<file path="config.mk">
export PLATFORM = sky130hd
export DESIGN_NAME = br_write_arbiter
export DESIGN_NICKNAME = d
export VERILOG_FILES = /design/src/rtl/br_write_arbiter.sv
export SDC_FILE = /design/constraint.sdc
export NUM_CORES = 1
export LEC_CHECK = 0
export ABC_AREA = 1
export BUFFER_PORTS_ARGS = -buffer_cell sky130_fd_sc_hd__buf_2
export CAP_MARGIN = 10
export CORE_MARGIN = 2
export CORE_UTILIZATION = 44
export DETAILED_ROUTE_END_ITERATION = 12
export GPL_TIMING_DRIVEN = 0
export PLACE_DENSITY = 0.84
export SETUP_SLACK_MARGIN = 0.3
export SLEW_MARGIN = 5
export SYNTH_ARGS = -nofsm -noshare
export SYNTH_HDL_FRONTEND = slang
export SYNTH_SLANG_ARGS = --single-unit
</file>
<file path="constraint.sdc">
create_clock -name clk -period 1.2 [get_ports clk]
set_input_delay 0.12 -clock clk [delete_from_list [all_inputs] [get_ports clk]]
set_output_delay 0.12 -clock clk [all_outputs]
set_load 0.01 [all_outputs]
</file>
<file path="src/rtl/br_write_arbiter.sv">
// Two-requester arbiter for the BR write port: captures the winner, then issues one write pulse after HOLD_CYCLES.
// Build option: define BR_ARB_ROUND_ROBIN_EN for round-robin arbitration; otherwise req0 has fixed priority.
//
// state  | meaning
// IDLE   | waiting for a request; captured addr/data/selector held from the previous transfer
// SETTLE | winner captured, counting settle cycles
// WRITE  | o_e_write_br high for this one cycle
module br_write_arbiter #(
   parameter int DATA_W      = 32,
   parameter int ADDR_W      = 5,
   parameter int HOLD_CYCLES = 4
) (
   input  logic              clk,
   input  logic              reset,
   input  logic              req0,
   input  logic [ADDR_W-1:0] addr0,
   input  logic [DATA_W-1:0] data0,
   output logic              gnt0,
   input  logic              req1,
   input  logic [ADDR_W-1:0] addr1,
   input  logic [DATA_W-1:0] data1,
   output logic              gnt1,
   output logic              o_e_write_br,
   output logic [ADDR_W-1:0] o_addr_br,
   output logic [DATA_W-1:0] o_data_br,
   output logic              selector_demux,
   output logic              busy
);

   typedef enum logic [1:0] {IDLE, SETTLE, WRITE} state_t;

   localparam logic [3:0] LAST_CNT = 4'(HOLD_CYCLES - 1);

   state_t     state;
   logic [3:0] cnt;
   logic       last;
   logic       win;

`ifdef BR_ARB_ROUND_ROBIN_EN
   // On a tie the requester that did not win last time goes first.
   always_comb begin
      win = req1;
      if (req0 && req1) win = ~last;
   end
`else
   logic rr_last_unused;
   assign rr_last_unused = last;

   always_comb begin
      win = ~req0;
   end
`endif

   always_ff @(posedge clk) begin
      if (reset) begin
         state          <= IDLE;
         cnt            <= 4'd0;
         last           <= 1'b1;
         gnt0           <= 1'b0;
         gnt1           <= 1'b0;
         o_e_write_br   <= 1'b0;
         o_addr_br      <= '0;
         o_data_br      <= '0;
         selector_demux <= 1'b0;
         busy           <= 1'b0;
      end else begin
         gnt0         <= 1'b0;
         gnt1         <= 1'b0;
         o_e_write_br <= 1'b0;
         case (state)
            IDLE: begin
               if (req0 || req1) begin
                  o_addr_br      <= win ? addr1 : addr0;
                  o_data_br      <= win ? data1 : data0;
                  selector_demux <= win;
                  gnt0           <= ~win;
                  gnt1           <= win;
                  last           <= win;
                  cnt            <= 4'd0;
                  busy           <= 1'b1;
                  state          <= SETTLE;
               end
            end
            SETTLE: begin
               cnt <= cnt + 4'd1;
               if (cnt == LAST_CNT) begin
                  o_e_write_br <= 1'b1;
                  state        <= WRITE;
               end
            end
            WRITE: begin
               busy  <= 1'b0;
               state <= IDLE;
            end
            default: state <= IDLE;
         endcase
      end
   end

endmodule
</file>
==> flow_summary.json <==
{
  "core_um2": 4720,
  "ys_ff_latch": 48,
  "critPathMaxFanout": 10,
  "hp-class": "primary input to flop",
  "placedCellCount": 517,
  "synth_top_family_by_area": "simple AND/OR/NAND/NOR gates",
  "synthesis.area_um2": 2150,
  "grt_max_degree": 15,
  "overflow": 0,
  "cts_buffers": 5,
  "port_buffers": 118,
  "ys_seq_area_share_pct": 44.6,
  "die_h_um": 74.0,
  "clock-sinks": 48,
  "finalSetupTns_ps": 0,
  "htreeDepth": 2,
  "startpoint_type": "flop",
  "drv_slew": 0,
  "yosys_warnings": 0,
  "syn_to_final_growth_pct": 57.2,
  "path_buf_inv": 2,
  "clk_latency_ps": 290,
  "start_util_pct": 45.6,
  "finalCriticalPeriod_ps": 1110,
  "maxCapViolCount": 0,
  "routed_wl_um": 6130,
  "pin_count": 120,
  "drc": 0,
  "synth.area.mux_share_pct": 0,
  "place_ws_ps": 13.2,
  "cts-root-buf": "clkbuf_8",
  "syn_nets": 411,
  "dp_hpwl_um": 4100,
  "vias_per_cell": 4.71,
  "yosys.area.top_type": "dfxtp_1",
  "nNetsFinal": 544,
  "n_antenna_cell": 0,
  "ys_types": 18,
  "tightest_slew_ps": 458,
  "avgSynthCellArea_um2": 6.49,
  "setup_violations": 0,
  "required_ps": 1440,
  "rsz0062_at_grt": "true",
  "final_common_cell": "nand2_1",
  "synthCells": 332,
  "via_count": 2509,
  "clk_pin_slew_ps": 90,
  "status": "complete, no violations",
  "powerDensity_nw_per_um2": 1130,
  "antenna_found_initial": 0,
  "stdcell_count": 533,
  "worst-setup-path-type": "flop to flop",
  "max_stage_delay_ps": 350,
  "finalCritPeriodShare_pct": 92.8,
  "leakage_nw": 1.88,
  "rows": 25,
  "drive_gt1_share_pct": 47.2,
  "crit_path_top_delay_cell": "dfxtp_2",
  "ant_nets": 0,
  "netlist.area_leader.share_pct": 44.6,
  "wl_per_cell_um": 11.5,
  "fp.dieArea_um2": 5470,
  "finClkSkew_ps": 4.35,
  "cts_max_path_buffers": 2,
  "gr-usage-all-layers_pct": 21.6,
  "die_width_um": 74.0,
  "synth.area.top_cells": "dfxtp_1 45%, nand2_1 34%, nand3_1 10%",
  "most-common-layout-cells": "180 x nand2_1, 101 x buf_2, 42 x nand3_1",
  "grt_first_pass_wirelength_um": 9180,
  "place_congestion": 0.813,
  "grt_pass1_vias": 2157,
  "synth_fa_ha_area_share_pct": 0.581,
  "synthSimpleGateAreaFrac_pct": 45.8,
  "path_cells": "nor2_4, o21ai_4, nor2_4, buf_6, buf_8, nand2_1, nand2_1",
  "fmax_ghz": 0.898,
  "worst_setup_path_end_kind": "flop",
  "slew_headroom_pct": 69.5,
  "cts_tree": "done",
  "cp_data_arrival_time_ps": 1350,
  "synth-compound-area-share_pct": 2.50,
  "fillCellCount": 357,
  "cp_top_family": "flip-flops",
  "drtPass1Iterations": 4,
  "hold_viol": 0,
  "fin_ws_ps": 86.4,
  "peakVddDrop_mv": 0.741,
  "first_iter_violations": 179,
  "synth_xor_area_share_pct": 0
}
[cell type report]
class                   count  area (µm²)  share of cell area (%)
clock buffers               6        72.6                    2.14
plain buffers              21         148                    4.36
inverters                   6        27.5                   0.813
clock inverters             2        35.0                    1.03
repair buffers            126         840                    24.8
well taps                  67        83.8                    2.48
flip-flops and latches     48        1020                    30.1
multi-input cells         257        1160                    34.3
[where the power goes]
part	internal [W]	total [W]	switching [W]
clock	0.000619	0.00114	0.000525
sequential	0.00173	0.00181	0.0000813
combinational	0.000441	0.000883	0.000442
total	0.00279	0.00384	0.00105
[worst paths after layout]
kind	startpoint	endpoint	slack (ps)	cells after the start
setup / recovery	state[1]	o_data_br[21]	90	7
hold / removal	addr1[3]	o_addr_br[3]	100	5
setup reg to reg	state[1]	o_data_br[21]	90	7
hold reg to reg	o_data_br[11]	o_data_br[11]	470	2
[worst reg2reg max path: cells and delay by family (launching register included)]
family,cells,cell delay (ps)
AND/OR/NAND/NOR,4,350
AO/OA/AOI/OAI,1,100
buffers and inverters,2,270
flip-flops,1,350
[cell usage after synthesis]
library cell	instances
a21oi_1	5
buf_1	1
buf_2	13
buf_4	2
buf_6	2
clkbuf_1	3
dfxtp_1	48
ha_1	1
inv_1	5
inv_2	1
nand2_1	194
nand3_1	44
nand4_1	1
nor2_1	3
nor3_1	3
o21ai_0	4
o21ai_2	1
or2_2	1
[per-stage QoR]
stage | power [W] | hold WS, ps | util [%] | area, µm²
3_5_place_dp | 0.00251 | 400 | 60.5 | 2860
3_3_place_gp | 0.00249 | 399 | 60.5 | 2860
6_report | 0.00384 | 99.2 | 71.7 | 3390
2_1_floorplan | 0.00219 | 304 | - | 2180
5_1_grt | 0.00403 | 101 | 71.7 | 3390
4_1_cts | 0.00372 | 91.5 | 66.0 | 3120
[what timing repair did]
item / in CTS / in global routing
setup endpoints to repair: 49 / 87
hold buffers: 0 / 0
gates cloned: 1 / 0
resized for setup: 36 / 76
setup buffers: 5 / 2
pin swaps: 5 / 3
[flip-flops by register name, indices dropped and copies added, names as in the netlist]
name            cells
selector_demux      1
gnt1                1
o_data_br          32
cnt                 4
o_addr_br           5
o_e_write_br        1
busy                1
state               2
gnt0                1
[cell families after synthesis]
family | Yosys count
simple gates | 246
flops | 48
buf+inv | 27
compound gates | 10
fa+ha+maj | 1
[routing by layer]
layer	global-route usage, %	wire length (µm)
met1	26.1	2580
met2	38.2	3160
met3	5.01	317
met4	6.26	76
met5	0	0
(Power assumes the default switching activity.)
